[config.mk]
export PLATFORM = sky130hd
export DESIGN_NAME = usb_transmitter
export DESIGN_NICKNAME = d
export VERILOG_FILES = /design/src/rtl/usb_pkg.sv /design/src/rtl/usb_tx_nrzi.sv /design/src/rtl/usb_transmitter.sv
export SDC_FILE = /design/constraint.sdc
export NUM_CORES = 1
export LEC_CHECK = 0
export ABC_AREA = 1
export CAP_MARGIN = 20
export CORE_ASPECT_RATIO = 0.8
export CORE_MARGIN = 1.5
export CORE_UTILIZATION = 33
export CTS_CLUSTER_SIZE = 16
export DETAILED_ROUTE_END_ITERATION = 6
export GPL_ROUTABILITY_DRIVEN = 0
export GPL_TIMING_DRIVEN = 0
export RECOVER_POWER = 50
export SYNTH_ARGS = -nofsm -noshare
export SYNTH_HDL_FRONTEND = slang
export SYNTH_HIERARCHICAL = 1
export SYNTH_SLANG_ARGS = --single-unit
[constraint.sdc]
create_clock -name clock48 -period 2.9 [get_ports clock48]
set_input_delay 0.725 -clock clock48 [delete_from_list [all_inputs] [get_ports clock48]]
set_output_delay 0.725 -clock clock48 [all_outputs]
set_load 0.03 [all_outputs]
[src/rtl/usb_pkg.sv]
// Shared USB full-speed definitions: FSM states, line levels and bit-level constants.
// Used by both the transmitter and the receiver.
package usb_pkg;

  typedef enum logic [2:0] {
    ST_IDLE    = 3'd0,
    ST_SYNC    = 3'd1,
    ST_DATA    = 3'd2,
    ST_EOP_SE0 = 3'd3,
    ST_EOP_J   = 3'd4
  } usb_state_e;

  // Line states encoded as {dp, dn}
  localparam logic [1:0] LINE_J   = 2'b10;
  localparam logic [1:0] LINE_K   = 2'b01;
  localparam logic [1:0] LINE_SE0 = 2'b00;

  localparam logic [7:0] SYNC_BYTE   = 8'h80;
  localparam int         STUFF_LIMIT = 6;
  localparam int         ONES_W      = 3;

endpackage

[src/rtl/usb_tx_nrzi.sv]
// NRZI encoder with bit stuffing. On each step it emits either the offered bit
// (bit_accept=1) or, after STUFF_LIMIT consecutive ones, a stuffed 0 (bit_accept=0).
module usb_tx_nrzi
  import usb_pkg::*;
(
  input  logic clock48,
  input  logic reset_n,
  input  logic clear,
  input  logic step,
  input  logic bit_in,
  output logic bit_accept,
  output logic stuff_pending,
  output logic line_j
);

  logic [ONES_W-1:0] ones_r;
  logic              line_j_r;

  assign stuff_pending = (ones_r == ONES_W'(STUFF_LIMIT));
  assign bit_accept    = step & ~stuff_pending;
  assign line_j        = line_j_r;

  // Line level and run-of-ones counter; any 0 (data or stuffed) toggles the line and clears the run
  always_ff @(posedge clock48 or negedge reset_n) begin
    if (!reset_n) begin
      ones_r   <= '0;
      line_j_r <= 1'b1;
    end else if (clear) begin
      ones_r   <= '0;
      line_j_r <= 1'b1;
    end else if (step) begin
      if (stuff_pending || !bit_in) begin
        line_j_r <= ~line_j_r;
        ones_r   <= '0;
      end else begin
        ones_r   <= ones_r + ONES_W'(1);
      end
    end
  end

endmodule

[src/rtl/usb_transmitter.sv]
// USB full-speed packet transmitter: byte stream in, SYNC + NRZI/stuffed data + EOP out.
// One holding register feeds the shift register at each byte boundary.
module usb_transmitter
  import usb_pkg::*;
#(
  parameter int CLOCKS_PER_BIT = 4
) (
  input  logic       clock48,
  input  logic       reset_n,
  input  logic [7:0] tx_data,
  input  logic       tx_valid,
  input  logic       tx_last,
  output logic       tx_ready,
  output logic       busy,
  output logic       tx_done,
  output logic       tx_underrun,
  output logic       usb_dp_out,
  output logic       usb_dn_out,
  output logic       usb_oe
);

  localparam int CNT_W = (CLOCKS_PER_BIT > 1) ? $clog2(CLOCKS_PER_BIT) : 1;

  usb_state_e       state_r, state_next_s;
  logic [CNT_W-1:0] bit_cnt_r;
  logic [7:0]       shift_r, hold_r, next_byte_s;
  logic [2:0]       bits_left_r;
  logic             hold_full_r, hold_last_r, cur_last_r, next_last_s;
  logic             eop_cnt_r, done_r, underrun_r;
  logic             bit_end_s, accept_s, tx_ready_s;
  logic             step_s, step_bit_s, load_s, enter_eop_s, underrun_s, clear_s;
  logic             bit_accept_s, stuff_pending_s, line_j_s;
  logic [1:0]       line_s;
  logic             oe_s, busy_s;

  assign bit_end_s   = (bit_cnt_r == CNT_W'(CLOCKS_PER_BIT - 1));
  assign accept_s    = tx_valid & tx_ready_s;
  assign next_byte_s = hold_full_r ? hold_r : tx_data;
  assign next_last_s = hold_full_r ? hold_last_r : tx_last;
  assign clear_s     = ~step_s & ~((state_r == ST_SYNC) | (state_r == ST_DATA));

  usb_tx_nrzi u_nrzi (
    .clock48       (clock48),
    .reset_n       (reset_n),
    .clear         (clear_s),
    .step          (step_s),
    .bit_in        (step_bit_s),
    .bit_accept    (bit_accept_s),
    .stuff_pending (stuff_pending_s),
    .line_j        (line_j_s)
  );

  // State register
  always_ff @(posedge clock48 or negedge reset_n) begin
    if (!reset_n) begin
      state_r <= ST_IDLE;
    end else begin
      state_r <= state_next_s;
    end
  end

  // Next state plus per-bit strobes; a pending stuff bit always goes out before a boundary decision
  always_comb begin
    state_next_s = state_r;
    step_s       = 1'b0;
    step_bit_s   = 1'b0;
    load_s       = 1'b0;
    enter_eop_s  = 1'b0;
    underrun_s   = 1'b0;
    case (state_r)
      ST_IDLE: begin
        if (accept_s) begin
          state_next_s = ST_SYNC;
          step_s       = 1'b1;
          step_bit_s   = SYNC_BYTE[0];
        end else begin
          state_next_s = ST_IDLE;
        end
      end
      ST_SYNC, ST_DATA: begin
        if (!bit_end_s) begin
          state_next_s = state_r;
        end else if (stuff_pending_s || (bits_left_r != 3'd0)) begin
          step_s     = 1'b1;
          step_bit_s = shift_r[0];
        end else if (cur_last_r) begin
          state_next_s = ST_EOP_SE0;
          enter_eop_s  = 1'b1;
        end else if (hold_full_r || accept_s) begin
          state_next_s = ST_DATA;
          step_s       = 1'b1;
          step_bit_s   = next_byte_s[0];
          load_s       = 1'b1;
        end else begin
          state_next_s = ST_EOP_SE0;
          enter_eop_s  = 1'b1;
          underrun_s   = 1'b1;
        end
      end
      ST_EOP_SE0: begin
        if (bit_end_s && !eop_cnt_r) begin
          state_next_s = ST_EOP_J;
        end else begin
          state_next_s = ST_EOP_SE0;
        end
      end
      ST_EOP_J: begin
        if (bit_end_s) begin
          state_next_s = ST_IDLE;
        end else begin
          state_next_s = ST_EOP_J;
        end
      end
      default: begin
        state_next_s = ST_IDLE;
      end
    endcase
  end

  // Moore outputs decoded from registered state only
  always_comb begin
    line_s     = LINE_J;
    oe_s       = 1'b0;
    busy_s     = 1'b0;
    tx_ready_s = 1'b0;
    case (state_r)
      ST_IDLE: begin
        tx_ready_s = 1'b1;
      end
      ST_SYNC, ST_DATA: begin
        line_s     = line_j_s ? LINE_J : LINE_K;
        oe_s       = 1'b1;
        busy_s     = 1'b1;
        tx_ready_s = ~hold_full_r & ~cur_last_r;
      end
      ST_EOP_SE0: begin
        line_s = LINE_SE0;
        oe_s   = 1'b1;
        busy_s = 1'b1;
      end
      ST_EOP_J: begin
        line_s = LINE_J;
        oe_s   = 1'b1;
        busy_s = 1'b1;
      end
      default: begin
        line_s = LINE_J;
      end
    endcase
  end

  // Datapath: bit timer, shift/holding registers, EOP length and status pulses
  always_ff @(posedge clock48 or negedge reset_n) begin
    if (!reset_n) begin
      bit_cnt_r   <= '0;
      shift_r     <= 8'h00;
      bits_left_r <= 3'd0;
      cur_last_r  <= 1'b0;
      hold_r      <= 8'h00;
      hold_full_r <= 1'b0;
      hold_last_r <= 1'b0;
      eop_cnt_r   <= 1'b0;
      done_r      <= 1'b0;
      underrun_r  <= 1'b0;
    end else begin
      if ((state_r == ST_IDLE) || bit_end_s) begin
        bit_cnt_r <= '0;
      end else begin
        bit_cnt_r <= bit_cnt_r + CNT_W'(1);
      end
      // IDLE keeps SYNC preloaded; its first bit leaves on the accepting edge
      if (state_r == ST_IDLE) begin
        shift_r     <= {1'b0, SYNC_BYTE[7:1]};
        bits_left_r <= 3'd7;
        cur_last_r  <= 1'b0;
      end else if (load_s) begin
        shift_r     <= {1'b0, next_byte_s[7:1]};
        bits_left_r <= 3'd7;
        cur_last_r  <= next_last_s;
      end else if (bit_accept_s) begin
        shift_r     <= {1'b0, shift_r[7:1]};
        bits_left_r <= bits_left_r - 3'd1;
      end
      if (accept_s && !load_s) begin
        hold_r      <= tx_data;
        hold_full_r <= 1'b1;
        hold_last_r <= tx_last;
      end else if (load_s) begin
        hold_full_r <= 1'b0;
      end
      if (enter_eop_s) begin
        eop_cnt_r <= 1'b1;
      end else if ((state_r == ST_EOP_SE0) && bit_end_s) begin
        eop_cnt_r <= 1'b0;
      end
      done_r     <= (state_r == ST_EOP_J) && bit_end_s;
      underrun_r <= underrun_s;
    end
  end

  assign tx_ready    = tx_ready_s;
  assign busy        = busy_s;
  assign usb_oe      = oe_s;
  assign usb_dp_out  = line_s[1];
  assign usb_dn_out  = line_s[0];
  assign tx_done     = done_r;
  assign tx_underrun = underrun_r;

endmodule

[After elaboration in Yosys (flattened, before gate mapping)]
Index checks and enable logic that the tools add are counted.
Operators by class
  $add $sub $neg: 3
  multipliers: 0
  div/mod/pow operators: 0
  $lt $le $gt $ge: 0
  eq/ne operators: 8
  shift-type cells: 0
  multiplexer cells: 56
  bitwise logic cells: 11
  reduce and logical (&&, ||, !) cells: 23
Operator list (count)
  1-bit two-way mux: 36
  8-bit two-way mux: 4
  3-bit two-way mux: 10
  3-bit one-hot mux with 4 select lines: 1
  2-bit nonzero test: 5
  3-bit by 2-bit equality test with 1-bit output (second input constant): 2
  3-bit equality test (second input constant): 2
  1-bit NOT: 6
  3-bit nonzero test: 2
  1-bit AND: 4
  1-bit logical AND: 4
  1-bit logical OR: 4
  2-bit two-way mux: 2
  2-bit != test (second input constant): 2
  1-bit one-hot mux with 2 select lines: 2
  2-bit one-hot mux with 2 select lines: 1
  2-bit AND reduction: 2
  4-bit OR reduction: 1
  3-bit by 1-bit adder with 3-bit output (second input constant): 1
  3-bit by 1-bit equality test with 1-bit output (second input constant): 1
  1-bit zero test: 3
  3-bit zero test: 1
  3-bit by 1-bit subtractor with 3-bit output (second input constant): 1
  2-bit by 1-bit adder with 2-bit output (second input constant): 1
  3 further kinds: 3
Storage, ports and cells
  flip-flop bits (word level): 34
  latch bits: 0
  memory bits (writable): 0
  memory bits (read-only): 0
  bits of input ports: 12
  output and inout bits: 7
  memories: 0

[Longest topological paths before layout]
Gate-level depths: netlist (run 1).
  depth in word-level cells: 15
  depth in mapped cells: 16

[Cells and area by module]
The synthesis (run 1) kept the hierarchy.
Modules (own cells, without submodules)
  usb_transmitter: instances 1, cells each 201, area each 1592.8 µm², seq. area each 725.7 µm²
  usb_tx_nrzi: instances 1, cells each 35, area each 257.7 µm², seq. area each 101.3 µm²

[Least setup slack after synthesis (run 1)]
OpenSTA, ideal clock, no wires.
  path kind: register to register
  start point: register state_r[0]
  end point: register shift_r[0]
  library setup time: 0.065 ns
  arrival time: 2.161 ns
  data required time: 2.835 ns
  slack: 0.674 ns
  cell stages (with the launch flop): 14
  clock period less this slack: 2.226 ns
  cell sequence: dfrtp_1 > nor2_4 > nand2_2 > nand2_2 > nand2_4 > nand2_8 > a21oi_1 > o21ai_0 > inv_2 > nor2_1 > inv_1 > a21oi_4 > nand2_1 > nand2_1
Between the ends
  word-level cells in the longest chain between the ends: 12
RTL lines
  start, declared: RTL line usb_transmitter.sv:24  | usb_state_e state_r, state_next_s;
  start signal, assigned: RTL line usb_transmitter.sv:58  | state_r <= state_next_s;
  3-bit by 1-bit equality test with 1-bit output / 3-bit by 2-bit equality test with 1-bit output (equally long branches): RTL line usb_transmitter.sv:126  | case (state_r)
  2-bit OR reduction: RTL line usb_transmitter.sv:126
  1-bit one-hot mux with 2 select lines (*): RTL line usb_transmitter.sv:126
  via tx_ready: RTL line usb_transmitter.sv:13  | output logic tx_ready,
  1-bit AND (*): RTL line usb_transmitter.sv:37  | assign accept_s = tx_valid & tx_ready_s;
  1-bit logical OR: RTL line usb_transmitter.sv:89  | end else if (hold_full_r || accept_s) begin
  1-bit two-way mux: RTL line usb_transmitter.sv:89
  1-bit two-way mux: RTL line usb_transmitter.sv:86  | end else if (cur_last_r) begin
  1-bit two-way mux: RTL line usb_transmitter.sv:83  | end else if (stuff_pending_s || (bits_left_r != 3'd0)) begin
  1-bit two-way mux: RTL line usb_transmitter.sv:81  | if (!bit_end_s) begin
  1-bit one-hot mux with 2 select lines (*): RTL line usb_transmitter.sv:70  | case (state_r)
  via step_s: RTL line usb_transmitter.sv:31  | logic step_s, step_bit_s, load_s, enter_eop_s, underrun_s, clear_s;
  1-bit AND (*): RTL line usb_tx_nrzi.sv:20  | assign bit_accept = step & ~stuff_pending;
  via bit_accept_s: RTL line usb_transmitter.sv:32  | logic bit_accept_s, stuff_pending_s, line_j_s;
  3-bit nonzero test (no line) (*)
  end signal, assigned: RTL line usb_transmitter.sv:173  | shift_r <= {1'b0, SYNC_BYTE[7:1]};
  end signal, assigned: RTL line usb_transmitter.sv:177  | shift_r <= {1'b0, next_byte_s[7:1]};
  end signal, assigned: RTL line usb_transmitter.sv:181  | shift_r <= {1'b0, shift_r[7:1]};
  end, declared: RTL line usb_transmitter.sv:26  | logic [7:0] shift_r, hold_r, next_byte_s;
Mark *: on every way through the listed nets, which the timed path passes. The rest lies on a longest branch.
A chain may end at the register's enable or synchronous reset.

[Worst setup path in the final report (run 1)]
  start point: register state_r[0]
  end point: output usb_oe
Between the ends
  word-level cells in the longest chain between the ends: 3
RTL lines
  3-bit by 1-bit equality test with 1-bit output, or another cell as far along: RTL line usb_transmitter.sv:126
  4-bit OR reduction (no line) (*)
  1-bit two-way mux (*): RTL line usb_transmitter.sv:126
  end, declared: RTL line usb_transmitter.sv:19  | output logic usb_oe
Mark *: on every way between the ends. The rest lies on a longest branch, timed or not.

==> impl_metrics.yaml, run 1 <==
status:
  status: "finished with violations"
  violations: "max-capacitance violations, max-slew violations"
placement:
  port_buffers: 18
  dp_cells: 332
  place_area_um2: 2120
  dpl.hpwl_um: 2770
clocking:
  clock_sinks: 33
  cts_setup_buffers: 0
  clk_latency_ps: 290
  clockBufferDepth: 2
  htree_levels: 2
  cts_resized: 0
  cts.clk_slew.worst_paths_ps: 60
  clock-root-buffer: "clkbuf_8"
  cts-hold-fix-buffers: 0
  cts_tree: "done"
  cts-buffers-inserted: 5
synthesis:
  synth_flop_cell: "dfrtp_1"
  syn_nets: 253
  ys_ff_latch: 33
  synth_edf_count: 0
  avgSynthCellArea_um2: 7.84
  ys_seq_area_share_pct: 44.7
  synth_cells: 236
  async_flop_share_pct: 100
  ys_types: 32
  synth_warnings: 6
  synth_area_um2: 1850
layout:
  nets: 278
  drive_above_1_share_pct: 13.7
  areaGrowthSynthToFinish_pct: 19.0
  n_antenna_cell: 0
  final_cell_area_um2: 2200
  instances_no_fill: 340
  post-route-util_pct: 40.5
critical_path:
  critPathLaunchType: "flop"
  critPathKind: "reg2out"
  crit_path_max_fanout: 5
  worst_path_most_repeated_cell: "nand2_2"
  end_kind: "output port"
  worst_ep_required_time_ps: 2170
  cp_data_arrival_time_ps: 1990
  critical_path.cell_chain: "nand2_2 -> nand2_2 -> nor2_4 -> inv_2 -> nand3_1 -> buf_4 -> clkdlybuf4s50_1"
  crit_slowest_cell: "clkdlybuf4s50_1"
  max_stage_delay_ps: 650
floorplanning:
  rows: 24
  die_w_um: 86.7
  pin_count: 19
  core_area_um2: 5440
  dieArea_um2: 6070
  start_util_pct: 34.0
  die_h_um: 70.0
global_routing:
  grt.overflow.total: 0
  grt_first_pass_wirelength_um: 6670
  grt_max_degree: 34
  grtUsageTotal_pct: 14.5
  grt_pass1_vias: 1475
  antenna_found_initial: 0
detailed_routing:
  vias: 1489
  routed_wl_um: 3750
  wire_per_inst_um: 11.0
  ant_nets: 0
  drt_iter0_drc: 47
  via_per_inst: 4.38
  drt_first_pass_iters: 4
  drc_errors: 0
timing:
  grt_setup_unrepaired: "false"
  worstMarginPinSlew_ps: 1770
  finalSetupViolCount: 0
  max_freq_ghz: 0.368
  fin_crit_ps: 2720
  hold_viol: 0
  slew_violations: 34
  max_slew_margin_pct: -17.9
  fin_crit_sh_pct: 93.7
  fin_skew_ps: 5.48
hold_path:
  hp-class: "reg2reg"
run:
  drv_cap: 1
power_and_ir_drop:
  static-leakage-power_nw: 1.12
  p_total_w: 0.000971
  power_density_nw_per_um2: 441
  ir_worst_vdd_mv: 0.188
==> critical path, delay by kind of cell (launching register included) <==
family	cells	cell delay, ps
and+or+nand+nor	4	410
DFF	1	430
buffers and inverters	3	870
==> cell families (layout without fill, tap and decap cells) <==
kind of cell	after synthesis	in the layout	synth area share (%)
muxes	1	1	0.608
AOI/OAI and AO/OA	31	31	9.13
DFF	33	33	44.7
buffers and inverters	39	65	8.79
and+or+nand+nor	127	127	33.4
adders and majority gates	5	5	3.38
==> cells in the mapped netlist, types with 3 or more instances <==
master | number | share of area [%]
nand4_1 | 7 | 2.4
ha_1 | 5 | 3.4
nand2_2 | 6 | 2.0
nor2_1 | 8 | 1.6
o21ai_1 | 3 | 0.81
nand3_1 | 8 | 2.2
inv_2 | 6 | 1.2
nand2_1 | 83 | 17
inv_1 | 27 | 5.5
dfrtp_1 | 32 | 43
o21ai_0 | 23 | 6.2
==> registers in the layout, summed over array words and instances (netlist names) <==
| register | flops |
|---|---|
| tx_done | 1 |
| hold_full_r | 1 |
| hold_last_r | 1 |
| eop_cnt_r | 1 |
| bit_cnt_r | 2 |
| cur_last_r | 1 |
| state_r | 3 |
| tx_underrun | 1 |
| u_nrzi/ones_r | 3 |
| shift_r | 7 |
| hold_r | 8 |
| bits_left_r | 3 |
| u_nrzi/line_j | 1 |
==> path summary, 6_finish.rpt <==
path,startpoint,endpoint,slack (ps),cells past startpoint
max reg2reg,hold_full_r,shift_r[1],440,14
min reg2reg,bit_cnt_r[0],bit_cnt_r[0],460,1
min in group asynchronous,reset_n,tx_underrun,900,1
max in group asynchronous,reset_n,bits_left_r[0],970,1
min,bit_cnt_r[0],bit_cnt_r[0],460,1
max,state_r[0],usb_oe,180,7
==> layer usage <==
metal | global-route usage, % | vias up | share of wire [%]
li1 | - | 793 | -
met1 | 19.8 | 668 | 52
met2 | 21.5 | 20 | 42
met3 | 3.55 | 8 | 3.1
met4 | 6.99 | 0 | 2.0
met5 | 0 | - | 0
==> cell type report <==
class / count / area (um2)
fill: 574 / 3230
multi-input combinational: 164 / 861
sequential: 33 / 827
timing repair buffer: 18 / 174
inverter: 34 / 128
tap: 78 / 97.6
clock buffer: 8 / 80.1
buffer: 5 / 35.0
==> per-stage QoR <==
step	TNS (ps)	worst slack (ps)	hold slack (ps)
2_1_floorplan	0	674	415
3_3_place_gp	-23.5	-10.1	436
3_5_place_dp	-119	-27.4	466
4_1_cts	0	170	475
5_1_grt	0	60.6	494
6_report	0	184	462
==> report_power, final <==
group	internal (W)	switching (W)	leakage [nW]
clock network	0.000170	0.000163	0.0395
registers	0.000497	0.0000172	0.415
logic	0.0000514	0.0000713	0.663
total	0.000719	0.000251	1.12
==> cells in the final DEF (no fill, tap or decap) <==
master | Yosys | final
nand2_1 | 83 | 83
dfrtp_1 | 32 | 32
inv_1 | 27 | 27
o21ai_0 | 23 | 23
clkdlybuf4s50_1 | 0 | 17
nor2_1 | 8 | 8
nand3_1 | 8 | 8
nand4_1 | 7 | 7
nand2_2 | 6 | 6
inv_2 | 6 | 6
clkbuf_1 | 1 | 5
ha_1 | 5 | 5
clkbuf_8 | 0 | 5
o21ai_1 | 3 | 3
nor2_4 | 2 | 2
nand2_4 | 2 | 2
a21oi_1 | 2 | 2
o22ai_1 | 2 | 2
nor2_2 | 2 | 2
or2_2 | 2 | 2
buf_4 | 2 | 2
buf_2 | 1 | 1
nor3_1 | 1 | 1
nand2_8 | 1 | 1
clkinv_1 | 1 | 1
nand3_2 | 1 | 1
nor2_8 | 1 | 1
nor4_1 | 1 | 1
nand3_4 | 1 | 1
buf_6 | 1 | 1
and3_1 | 1 | 1
a21oi_4 | 1 | 1
mux2_2 | 1 | 1
dfstp_2 | 1 | 1
Note: power is estimated with default switching activity, not from simulation.
==> inputs of run 2 (changes only) <==
--- a/config.mk
+++ b/config.mk
@@ -7,7 +7,6 @@
 export LEC_CHECK = 0
 export ABC_AREA = 1
 export CAP_MARGIN = 20
-export CORE_ASPECT_RATIO = 0.8
 export CORE_MARGIN = 1.5
 export CORE_UTILIZATION = 33
 export CTS_CLUSTER_SIZE = 16
==> run 2 against run 1 <==
  * The flow still finishes with violations (max-capacitance violations, max-slew violations)
  * Via count rose by 1.9%
  * Count of clock-buffer cells in the layout shrank 1
  * Critical path depth is the same
  * Wire length shrank 5.1%
  * First-iteration DRC count is 4.3% lower
  * Combinational power barely moved
==> impl_metrics.yaml, run 2 (synthesis gave the netlist of run 1 again) <==
timing:
  fin_crit_sh_pct: 94.0
  hold_viol: 0
  worstMarginPinSlew_ps: 1770
  grt_setup_unrepaired: "false"
  setup_tns_ps: 0
  slew_violations: 34
  fin_skew_ps: 4.79
  max_freq_ghz: 0.367
  max_slew_margin_pct: -18.2
  fin_crit_ps: 2730
  finalSetupViolCount: 0
critical_path:
  max_stage_delay_ps: 650
  critPathLaunchType: "flop"
  cp_data_arrival_time_ps: 2000
  crit_path_max_fanout: 5
  critPathKind: "reg2out"
  crit_slowest_cell: "clkdlybuf4s50_1"
  crit_buf_inv: 3
  worst_path_most_repeated_cell: "nand2_2"
  critPathTopFamily: "buffers and inverters"
  rrSetupSlack_ps: 480
  critical_path.cell_chain: "nand2_2 -> nand2_2 -> nor2_4 -> inv_2 -> nand3_1 -> buf_4 -> clkdlybuf4s50_1"
  worst_ep_required_time_ps: 2170
  end_kind: "output port"
layout:
  largest_reg_flops: 8
  top_regs: "hold_r x8, shift_r x7"
  nets: 278
  n_antenna_cell: 0
  drive_above_1_share_pct: 14.2
  final_common_cell: "nand2_1"
  final_cell_mix: "83 x nand2_1, 32 x dfrtp_1, 27 x inv_1"
  instances_no_fill: 333
  top_register: "hold_r"
  areaGrowthSynthToFinish_pct: 18.9
clocking:
  clk_latency_ps: 280
  cts.clk_slew.worst_paths_ps: 70
  clockBufferDepth: 2
  cts-buffers-inserted: 5
  clock-root-buffer: "clkbuf_8"
  clock_sinks: 33
  htree_levels: 2
  cts-hold-fix-buffers: 0
  cts_resized: 0
  cts_setup_buffers: 0
  cts_tree: "done"
floorplanning:
  die_w_um: 77.9
  dieArea_um2: 6070
  die_h_um: 77.9
  core_area_um2: 5470
  rows: 27
  start_util_pct: 33.8
  pin_count: 19
status:
  status: "finished with violations"
  violations: "max-capacitance violations, max-slew violations"
global_routing:
  grt_max_degree: 34
  grtUsageTotal_pct: 13.3
  grt_first_pass_wirelength_um: 6420
  grt_pass1_vias: 1487
  grt.overflow.total: 0
  antenna_found_initial: 0
placement:
  dp_cells: 326
  port_buffers: 18
  dpl.hpwl_um: 2660
power_and_ir_drop:
  power_density_nw_per_um2: 445
  p_total_w: 0.000980
  static-leakage-power_nw: 1.12
  ir_worst_vdd_mv: 0.292
detailed_routing:
  vias: 1517
  via_per_inst: 4.56
  routed_wl_um: 3560
  drt_iter0_drc: 45
  wire_per_inst_um: 10.7
  ant_nets: 0
  drc_errors: 0
  drt_first_pass_iters: 4
run:
  drv_cap: 1
hold_path:
  hp-class: "reg2reg"
-- run 2: cell count changes in the layout (fill, tap and decap cells not counted) --
cell	before	now
clkbuf_8	5	6
clkbuf_1	5	3
-- run 2: layout make-up --
cell class | instances | area, um2
fillers | 569 | 3270
plain buffers | 5 | 35.0
clock buffers | 7 | 86.3
multi-input cells | 164 | 861
repair buffers | 18 | 174
flip-flops and latches | 33 | 827
inverters | 34 | 128
well taps | 72 | 90.1
-- run 2: final timing paths --
path,to,startpoint,cells past startpoint
worst min register to register,bit_cnt_r[0],bit_cnt_r[0],1
max in group asynchronous,shift_r[1],reset_n,1
worst max-delay path,usb_oe,state_r[0],7
worst max register to register,shift_r[0],hold_full_r,14
min in group asynchronous,state_r[0],reset_n,1
worst min-delay path,bit_cnt_r[0],bit_cnt_r[0],1
-- run 2: layer usage --
layer | track usage, % | share of wire (%) | vias to the layer above
met1 | 17.4 | 49 | 694
met2 | 21.5 | 46 | 28
met5 | 0 | 0 | -
met4 | 4.91 | 1.5 | 0
li1 | - | - | 788
met3 | 2.82 | 3.4 | 7
-- run 2: worst register-to-register path, cell delays in order, from the launching register on --
cell	delay [ps]
dfrtp_1	350
buf_2	180
nor2_1	130
nand3_1	90
nand2_2	100
nand2_4	70
nand2_8	100
a21oi_1	70
o21ai_0	340
inv_2	100
nor2_1	310
inv_1	150
a21oi_4	230
nand2_1	80
nand2_1	70
-- run 2: power by group --
group / internal [W] / switching, W / total, W
Sequential: 0.000498 / 0.0000183 / 0.000516
Clock: 0.000188 / 0.000154 / 0.000342
Combinational: 0.0000513 / 0.0000701 / 0.000121
-- run 2: metrics by stage --
stage | cell area, um2 | hold slack (ps) | worst slack (ps) | util (%)
floorplan | 1850 | 415 | 674 | -
global placement | 2120 | 435 | -0.129 | 38.8
detailed placement | 2120 | 437 | -0.747 | 38.7
CTS | 2200 | 445 | 169 | 40.2
global route | 2200 | 481 | 62.8 | 40.2
finish | 2200 | 439 | 174 | 40.2
